--- config.mk ---
export PLATFORM = sky130hd
export DESIGN_NAME = panda_lsu
export DESIGN_NICKNAME = d
export VERILOG_FILES = /design/src/rtl/panda_lsu.sv
export SDC_FILE = /design/constraint.sdc
export NUM_CORES = 1
export LEC_CHECK = 0
export BUFFER_PORTS_ARGS = -buffer_cell sky130_fd_sc_hd__buf_4
export CORE_ASPECT_RATIO = 0.6
export CORE_UTILIZATION = 49
export DETAILED_ROUTE_END_ITERATION = 8
export HOLD_SLACK_MARGIN = 0.03
export PLACE_DENSITY = 0.77
export SETUP_SLACK_MARGIN = 0.05
export SYNTH_ARGS = -nofsm -noshare
export SYNTH_HDL_FRONTEND = slang
export SYNTH_SLANG_ARGS = --single-unit
--- constraint.sdc ---
create_clock -name clk_i -period 3.2 [get_ports clk_i]
set_input_delay 0.32 -clock clk_i [delete_from_list [all_inputs] [get_ports clk_i]]
set_output_delay 0.32 -clock clk_i [all_outputs]
set_load 0.01 [all_outputs]
--- src/rtl/panda_lsu.sv ---
`default_nettype none
// ============================================================================
//  Module   : panda_lsu
//  Purpose  : Multi-cycle load/store unit. Takes one core request at a time,
//             runs an OBI-style req/gnt/rvalid bus transaction, aligns store
//             data and byte enables to the bus lanes, and sign/zero-extends
//             the load result. With MISALIGN_EN=1 an access that crosses a
//             bus-word boundary is split into two aligned beats; otherwise a
//             misaligned access completes immediately with an error.
//  Ports    : clk_i, rst_ni (async, active-low)
//             core side : req_i, we_i, width_i, unsigned_i, addr_i, wdata_i,
//                         busy_o, valid_o, rdata_o, err_o
//             bus side  : data_req_o, data_gnt_i, data_addr_o, data_we_o,
//                         data_be_o, data_wdata_o, data_rvalid_i,
//                         data_rdata_i, data_err_i
//  Revision : 1.0 - initial release
// ============================================================================
module panda_lsu #(
  parameter int XLEN        = 32,
  parameter int MISALIGN_EN = 1
) (
  input  logic              clk_i,
  input  logic              rst_ni,
  input  logic              req_i,
  input  logic              we_i,
  input  logic [1:0]        width_i,
  input  logic              unsigned_i,
  input  logic [XLEN-1:0]   addr_i,
  input  logic [XLEN-1:0]   wdata_i,
  output logic              busy_o,
  output logic              valid_o,
  output logic [XLEN-1:0]   rdata_o,
  output logic              err_o,
  output logic              data_req_o,
  input  logic              data_gnt_i,
  output logic [XLEN-1:0]   data_addr_o,
  output logic              data_we_o,
  output logic [XLEN/8-1:0] data_be_o,
  output logic [XLEN-1:0]   data_wdata_o,
  input  logic              data_rvalid_i,
  input  logic [XLEN-1:0]   data_rdata_i,
  input  logic              data_err_i
);

  localparam int NB = XLEN / 8;
  localparam int OW = $clog2(NB);

  typedef enum logic [2:0] {
    S_IDLE  = 3'd0,
    S_REQ1  = 3'd1,
    S_WAIT1 = 3'd2,
    S_REQ2  = 3'd3,
    S_WAIT2 = 3'd4,
    S_DONE  = 3'd5
  } state_e;

  state_e            state_q, state_d;
  logic              we_q, we_d;
  logic [1:0]        width_q, width_d;
  logic              uns_q, uns_d;
  logic [XLEN-1:0]   addr_q, addr_d;
  logic [XLEN-1:0]   wdata_q, wdata_d;
  logic              err_q, err_d;
  logic [XLEN-1:0]   buf_q, buf_d;
  logic [XLEN-1:0]   rdata_q, rdata_d;

  logic [OW-1:0]     off_q;
  logic              split_q;
  logic [2*NB-1:0]   size_mask;
  logic [2*NB-1:0]   be_wide;
  logic [2*XLEN-1:0] wdata_wide;
  logic [XLEN-1:0]   base_addr;
  logic [XLEN-1:0]   rd_lo, rd_hi, rd_raw;

  // Access crosses a bus-word boundary.
  function automatic logic is_split(input logic [OW-1:0] off, input logic [1:0] w);
    return (int'(off) + (1 << w)) > NB;
  endfunction

  // Address not a multiple of the access size.
  function automatic logic is_misal(input logic [OW-1:0] off, input logic [1:0] w);
    return (int'(off) & ((1 << w) - 1)) != 0;
  endfunction

  function automatic logic is_illegal(input logic [1:0] w);
    return (XLEN == 32) && (w == 2'b11);
  endfunction

  // Keep the low 8<<w bits of raw and extend the rest from its top bit.
  function automatic logic [XLEN-1:0] extend(input logic [XLEN-1:0] raw,
                                             input logic [1:0] w,
                                             input logic uns);
    logic [XLEN-1:0] r;
    int              nbits;
    logic            s;
    nbits = 8 << w;
    if (nbits > XLEN) nbits = XLEN;
    s = uns ? 1'b0 : raw[nbits-1];
    for (int i = 0; i < XLEN; i++) r[i] = (i < nbits) ? raw[i] : s;
    return r;
  endfunction

  assign off_q     = addr_q[OW-1:0];
  assign split_q   = is_split(off_q, width_q);
  assign base_addr = {addr_q[XLEN-1:OW], {OW{1'b0}}};

  always_comb begin
    size_mask = '0;
    case (width_q)
      2'b00:   size_mask = (2*NB)'(8'h01);
      2'b01:   size_mask = (2*NB)'(8'h03);
      2'b10:   size_mask = (2*NB)'(8'h0F);
      default: size_mask = (2*NB)'(8'hFF);
    endcase
  end

  // Enables and data laid out over two bus words; the upper half is beat 2.
  assign be_wide    = size_mask << off_q;
  assign wdata_wide = {{XLEN{1'b0}}, wdata_q} << {off_q, 3'b000};

  // Load assembly: in WAIT2 beat 1 comes from the buffer, beat 2 from the bus.
  assign rd_lo  = (state_q == S_WAIT2) ? buf_q : data_rdata_i;
  assign rd_hi  = (state_q == S_WAIT2) ? data_rdata_i : '0;
  assign rd_raw = XLEN'({rd_hi, rd_lo} >> {off_q, 3'b000});

  always_comb begin
    state_d      = state_q;
    we_d         = we_q;
    width_d      = width_q;
    uns_d        = uns_q;
    addr_d       = addr_q;
    wdata_d      = wdata_q;
    err_d        = err_q;
    buf_d        = buf_q;
    rdata_d      = rdata_q;
    data_req_o   = 1'b0;
    data_addr_o  = '0;
    data_we_o    = 1'b0;
    data_be_o    = '0;
    data_wdata_o = '0;

    case (state_q)
      S_IDLE: begin
        if (req_i) begin
          we_d    = we_i;
          width_d = width_i;
          uns_d   = unsigned_i;
          addr_d  = addr_i;
          wdata_d = wdata_i;
          buf_d   = '0;
          if (is_illegal(width_i) ||
              ((MISALIGN_EN == 0) && is_misal(addr_i[OW-1:0], width_i))) begin
            err_d   = 1'b1;
            rdata_d = '0;
            state_d = S_DONE;
          end else begin
            err_d   = 1'b0;
            state_d = S_REQ1;
          end
        end
      end
      S_REQ1: begin
        data_req_o   = 1'b1;
        data_addr_o  = base_addr;
        data_we_o    = we_q;
        data_be_o    = be_wide[NB-1:0];
        data_wdata_o = wdata_wide[XLEN-1:0];
        if (data_gnt_i) state_d = S_WAIT1;
      end
      S_WAIT1: begin
        if (data_rvalid_i) begin
          buf_d = data_rdata_i;
          if (data_err_i) begin
            err_d   = 1'b1;
            rdata_d = '0;
            state_d = S_DONE;
          end else if (split_q) begin
            state_d = S_REQ2;
          end else begin
            rdata_d = we_q ? '0 : extend(rd_raw, width_q, uns_q);
            state_d = S_DONE;
          end
        end
      end
      S_REQ2: begin
        data_req_o   = 1'b1;
        data_addr_o  = base_addr + XLEN'(NB);
        data_we_o    = we_q;
        data_be_o    = be_wide[2*NB-1:NB];
        data_wdata_o = wdata_wide[2*XLEN-1:XLEN];
        if (data_gnt_i) state_d = S_WAIT2;
      end
      S_WAIT2: begin
        if (data_rvalid_i) begin
          err_d   = data_err_i;
          rdata_d = (we_q || data_err_i) ? '0 : extend(rd_raw, width_q, uns_q);
          state_d = S_DONE;
        end
      end
      S_DONE:  state_d = S_IDLE;
      default: state_d = S_IDLE;
    endcase
  end

  always_ff @(posedge clk_i or negedge rst_ni) begin
    if (!rst_ni) begin
      state_q <= S_IDLE;
      we_q    <= 1'b0;
      width_q <= 2'b00;
      uns_q   <= 1'b0;
      addr_q  <= '0;
      wdata_q <= '0;
      err_q   <= 1'b0;
      buf_q   <= '0;
      rdata_q <= '0;
    end else begin
      state_q <= state_d;
      we_q    <= we_d;
      width_q <= width_d;
      uns_q   <= uns_d;
      addr_q  <= addr_d;
      wdata_q <= wdata_d;
      err_q   <= err_d;
      buf_q   <= buf_d;
      rdata_q <= rdata_d;
    end
  end

  assign busy_o  = (state_q != S_IDLE);
  assign valid_o = (state_q == S_DONE);
  assign err_o   = valid_o & err_q;
  assign rdata_o = rdata_q;

endmodule
`default_nettype wire

After elaboration in Yosys (flattened, before gate mapping)
Cells that the tools add are included.
{"block": "totals", "ff_bits": 136, "in_bits": 106, "out_inout_bits": 105, "word_cells": 229}
{"block": "classes", "addsub": 4, "magnitude_cmp": 68, "eq_ne": 16, "shift": 5, "n_mux": 114, "bitwise": 1, "n_reduce_logical": 12}
{"cell": "< comparator 6 x 32 -> 1 bit, first input constant", "n": 32}
{"cell": "2-to-1 mux 32 bit", "n": 19}
{"cell": "< comparator 5 x 32 -> 1 bit, first input constant", "n": 16}
{"cell": "< comparator 4 x 32 -> 1 bit, first input constant", "n": 8}
{"cell": "one-hot mux 32 bit (2 select lines)", "n": 3}
{"cell": "< comparator 3 x 32 -> 1 bit, first input constant", "n": 4}
{"cell": "one-hot mux 32 bit (3 select lines)", "n": 1}
{"cell": "2-to-1 mux 1 bit", "n": 77}
{"cell": "< comparator 1 x 32 -> 1 bit, first input constant", "n": 2}
{"cell": "< comparator 2 x 32 -> 1 bit, first input constant", "n": 2}
{"cell": "< comparator 32 x 7 -> 1 bit, second input constant", "n": 2}
{"cell": "<< shifter 32 x 5 -> 64 bit", "n": 1}
{"cell": "right shift 64 x 5 -> 32 bit", "n": 1}
{"cell": "subtractor 32 x 2 -> 32 bit, second input constant", "n": 2}
{"cell": "adder 3 x 32 -> 32 bit", "n": 1}
{"cell": "adder 32 x 3 -> 32 bit, second input constant", "n": 1}
{"cell": "greater-than comparator 32 x 4 -> 1 bit, second input constant", "n": 1}
{"cell": "greater-than comparator 32 x 7 -> 1 bit, second input constant", "n": 1}
{"cell": "<< shifter 1 x 2 -> 32 bit, first input constant", "n": 1}
{"cell": "<< shifter 4 x 2 -> 32 bit, first input constant", "n": 1}
{"cell": "2-to-1 mux 3 bit", "n": 8}
{"cell": "one-hot mux 8 bit (3 select lines)", "n": 1}
{"cell": "one-hot mux 3 bit (5 select lines)", "n": 1}
{"cell": "inequality test 2 bit, second input constant", "n": 7}
{"cell": "21 further kinds", "n": 27}

Depth between registers and ports, before layout
{"block": "depth", "depth_word": 18, "depth_mapped": 14, "ltp_nobuf": 11}

Least setup slack after synthesis
No wires, ideal clock.
{"block": "synth_timing", "path_type": "flip-flop to flip-flop", "from": "reg addr_q[1]", "to": "reg rdata_q[24], in the netlist rdata_o[24]", "setup_ns": 0.135, "arrival_time_ns": 2.948, "path_slack_ns": 0.116, "path_stages_with_launch": 14, "path_buffers": 5, "period_less_slack_ns": 3.084, "path_cell_list": "dfrtp_1 > clkbuf_1 > inv_1 > clkbuf_1 > clkbuf_1 > clkbuf_1 > fa_1 > nand2b_1 > a32oi_1 > o21ai_2 > clkbuf_1 > a31oi_1 > a21oi_1 > nor2_1"}
{"block": "synth_between", "elab_chain_len": 11, "word_cells_on_any_way": 22, "classes_between": "add/sub (1); order compare (1); eq/ne (1); shift (1); mux (17); reduce/logical (1)"}
{"element": "from (decl)", "line_no": "61", "source": "logic [XLEN-1:0] addr_q, addr_d;"}
{"element": "from (signal assigned)", "line_no": "221", "source": "addr_q <= addr_d;"}
{"element": "branches (longest 11 deep; another with adder 3 x 32 -> 32 bit)"}
{"element": "to (signal assigned)", "line_no": "225", "source": "rdata_q <= rdata_d;"}
{"element": "to (decl)", "line_no": "65", "source": "logic [XLEN-1:0] rdata_q, rdata_d;"}
Parallel ways; which one is timed is not known. The select of a mux whose other input is x is not followed.
A chain may end at the register's enable or synchronous reset.

Worst setup path in the final report
{"block": "layout_timing", "from": "reg width_q[1]", "to": "reg rdata_q[19], in the netlist rdata_o[19]"}
{"block": "layout_between", "elab_chain_len": 18, "word_cells_on_any_way": 35, "classes_between": "add/sub (3); order compare (4); eq/ne (1); shift (2); mux (24); reduce/logical (1)"}
{"element": "from (decl)", "line_no": "59", "source": "logic [1:0] width_q, width_d;"}
{"element": "from (signal assigned)", "line_no": "219", "source": "width_q <= width_d;"}
{"element": "<< shifter 4 x 2 -> 32 bit", "line_no": "96", "source": "nbits = 8 << w;"}
{"element": "greater-than comparator 32 x 7 -> 1 bit", "line_no": "97", "source": "if (nbits > XLEN) nbits = XLEN;"}
{"element": "2-to-1 mux 32 bit", "line_no": "97"}
{"element": "2-to-1 mux 32 bit", "line_no": "177", "source": "end else if (split_q) begin"}
{"element": "2-to-1 mux 32 bit", "line_no": "173", "source": "if (data_err_i) begin"}
{"element": "2-to-1 mux 32 bit", "line_no": "171", "source": "if (data_rvalid_i) begin"}
{"element": "2-to-1 mux 32 bit", "line_no": "142", "source": "case (state_q)"}
{"element": "subtractor 32 x 2 -> 32 bit", "line_no": "98", "source": "s = uns ? 1'b0 : raw[nbits-1];"}
{"element": "binary-select mux 1 bit (select 5 bit)", "line_no": "98"}
{"element": "2-to-1 mux 1 bit (not written as such) (2 in series)", "line_no": "98"}
{"element": "2-to-1 mux 1 bit", "line_no": "98"}
{"element": "2-to-1 mux 1 bit", "line_no": "99", "source": "for (int i = 0; i < XLEN; i++) r[i] = (i < nbits) ? raw[i] : s;"}
{"element": "2-to-1 mux 32 bit", "line_no": "180", "source": "rdata_d = we_q ? '0 : extend(rd_raw, width_q, uns_q);"}
{"element": "2-to-1 mux 32 bit", "line_no": "177"}
{"element": "2-to-1 mux 32 bit", "line_no": "173"}
{"element": "2-to-1 mux 32 bit", "line_no": "171"}
{"element": "one-hot mux 32 bit (3 select lines)", "line_no": "142"}
Several ways; a longest one is shown, not always the timed one. The select of a mux whose other input is x is not followed.

==> qor.csv <==
metric,value,unit
Worst setup EP type,flop,
Synthesis Warnings,0,
sequential-to-total area share from yosys stat,39.67,%
setup TNS,0,ns
clk_lat worst skew,0.42,ns
Layout area overhead,27.90,%
leakage power,5.086,nW
first-pass GRT wire length,42860,um
Syn Inst Count,967,
max-cap viol count,0,
die extent in y,104.5,um
hold_sp,addr_i[17],
vias in the first global route,7669,
Highest Clock Rate,340.7,MHz
half-perimeter wire length after placement,19360,um
Placed Cells,1369,
Worst-Margin Slew,1.052,ns
CORE AREA,17130,sq um
Final Wtd Congestion,0.8927,
Num CTS Buffers,17,
syn_area_per_cell,8.871,sq um
register area,3408,sq um
r2r startpoint,width_q[1]$_DFFE_PN0P_,
VDD IR-drop max,536.6,uV
fin nets,1266,
Critical Path Start,width_q[1]$_DFFE_PN0P_,
initial antenna violation count,1,
grt total ovfl,0,
hold crit path type,input pin to flop,
Worst Path Arrival,3.23,ns
Antenna Nets Post-Route,0,
worst clock skew,0.01012,ns
"FFs w/ async S/R, synth",100.0,%
Vias/cell,5.877,
Initial Utilization,50.08,%
fin. max-slew vios,0,
via count,8246,
"commonest non-fill, non-tap cell in the layout",nand2_1,
Chip Width,172.8,um
Yosys reg bits,136,
iteration count of the initial detailed-routing pass,5,
Initial DRC Count,1074,
Remaining DRCs,0,
CP Max Fanout,13,
RSZ-0062 raised after global routing,no,
CP required,3.49,ns
largest net degree at the start of global routing,73,
Routed wire per std cell,19.18,um
Unique masters post-synth,63,
Finished Layout Cells,1403,
Setup Buffers After CTS,0,
outcome,"finished, final reports clean",
Total GRT Usage,30.25,%
Final min period,2.935,ns
mapped cell area,8578,sq um
clk root buf,clkbuf_16,
Port Buf Inserts,208,
Pwr Density,976.5,nW/um^2
die area,18060,sq um
clk slew on worst S/H paths,0.07,ns
ys flop type,dfrtp_1,
Routed WL,26910,um
slew margin rel.,29.88,%
"commonest non-fill, non-tap cells in the layout","nand2_1 (262), buf_4 (235), dfrtp_1 (134), mux2i_1 (66), nor2_1 (54)",
Post-synth EDFFs,0,
CP Class,flop to flop,
number of core rows,37,
Fillers,1391,
Tcrit/Tclk final,91.72,%
CTS tree,yes,
endpoints failing setup,0,
area of the multi-input gates,4873,sq um
io pins,211,
share of cells above drive strength 1,30.48,%
final hold violations,0,
# clock sinks,136,
H-Tree Depth,4,
crit start category,flop,
clock buffer depth,2,
## power breakdown
group / switching, mW / total, mW / internal, mW
clock: 0.819 / 1.92 / 1.10
combinational: 3.15 / 5.65 / 2.50
sequential: 0.727 / 3.15 / 2.42
## routing by layer
layer / global-route usage (%) / part of all wire (%)
met1: 45.86 / 45
met2: 39.95 / 40
met3: 11.51 / 13
met4: 6.827 / 1.4
met5: 0 / 0
## logic make-up (layout without fill, tap and decap cells)
| group | count (synthesis) | after routing | share of synthesized area (%) |
|---|---|---|---|
| DFF | 136 | 136 | 39.67 |
| buffers and inverters | 81 | 281 | 4.201 |
| other | 1 | 3 | 0.04372 |
| muxes | 131 | 131 | 19.12 |
| xor gates and xnor gates | 26 | 26 | 2.655 |
| AOI/OAI and AO/OA | 176 | 176 | 12.78 |
| and+or+nand+nor | 411 | 411 | 20.71 |
| adders and majority gates | 5 | 5 | 0.8168 |
## flip-flops by register name (all words and copies together) (netlist names)
| name | cells |
|---|---|
| addr_q | 32 |
| buf_q | 32 |
| err_q | 1 |
| rdata_o | 32 |
| state_q | 3 |
| uns_q | 1 |
| wdata_q | 32 |
| we_q | 1 |
| width_q | 2 |
## path summary, 6_finish.rpt
check / to / slack [ns] / depth (start not counted)
max: rdata_o[19]$_DFFE_PN0P_ / 0.26 / 12
min: addr_q[17]$_DFFE_PN0P_ / 0.08 / 3
max reg2reg: rdata_o[19]$_DFFE_PN0P_ / 0.26 / 12
min reg2reg: buf_q[19]$_DFFE_PN0P_ / 0.48 / 2
max in group asynchronous: state_q[1]$_DFFE_PN0P_ / 1.88 / 3
min in group asynchronous: rdata_o[2]$_DFFE_PN0P_ / 0.51 / 2
## cell usage after synthesis, types with 15 or more instances
library cell  number  area, sq um
nand2_1          262        983.4
dfrtp_1          136         3403
mux2i_1           66        660.6
nor2_1            56        210.2
mux2_2            43        484.2
o21ai_1           40        200.2
clkbuf_1          39        146.4
o21ai_0           36        180.2
a21oi_1           32        160.2
mux4_2            22        495.5
nand3_1           22        110.1
xor2_1            20        175.2
and3_1            16        100.1
buf_2             15        75.07
## repair_timing
| item | 4_1_cts | 5_1_grt |
|---|---|---|
| setup endpoints to repair | 2 | 34 |
| hold buffers | 1 | 0 |
| pin swaps | 0 | 0 |
| gates resized for setup | 1 | 8 |
| endpoints found under the hold margin | 69 | 0 |
## worst max-delay path, cell delays in order, from the launching register on
cell and delay (ns):
dfrtp_1 0.38, or2_4 0.33, inv_1 0.09, ha_1 0.18, inv_1 0.06, fa_1 0.37, xnor2_1 0.17, a32oi_2 0.15
buf_4 0.17, o211a_1 0.28, buf_4 0.20, a21oi_2 0.30, o21ai_1 0.13
## per-stage QoR
| step | power, mW | worst slack, ns | hold slack (ns) | util, % | cell area (sq um) |
|---|---|---|---|---|---|
| 2_1_floorplan | 6.629 | 0.1164 | 0.02441 | - | 8582 |
| 3_3_place_gp | 8.478 | 0.3589 | 0.3862 | 60.45 | 10350 |
| 3_5_place_dp | 8.629 | 0.2313 | 0.3943 | 60.45 | 10350 |
| 4_1_cts | 10.57 | 0.1545 | 0.07400 | 63.81 | 10930 |
| 5_1_grt | 11.37 | 0.07421 | 0.08976 | 64.04 | 10970 |
| 6_report | 10.71 | 0.2648 | 0.08370 | 64.05 | 10970 |
## area by class of cell
type / instances / share of cell area (%)
Clock inverter: 13 / 1.106
Sequential cell: 136 / 31.06
Multi-Input combinational cell: 751 / 44.42
Inverter: 12 / 0.4105
Clock buffer: 19 / 4.037
Timing Repair Buffer: 237 / 16.27
Tap cell: 234 / 2.668
Antenna cell: 1 / 0.02281
Power figures use the tool's default switching activity.
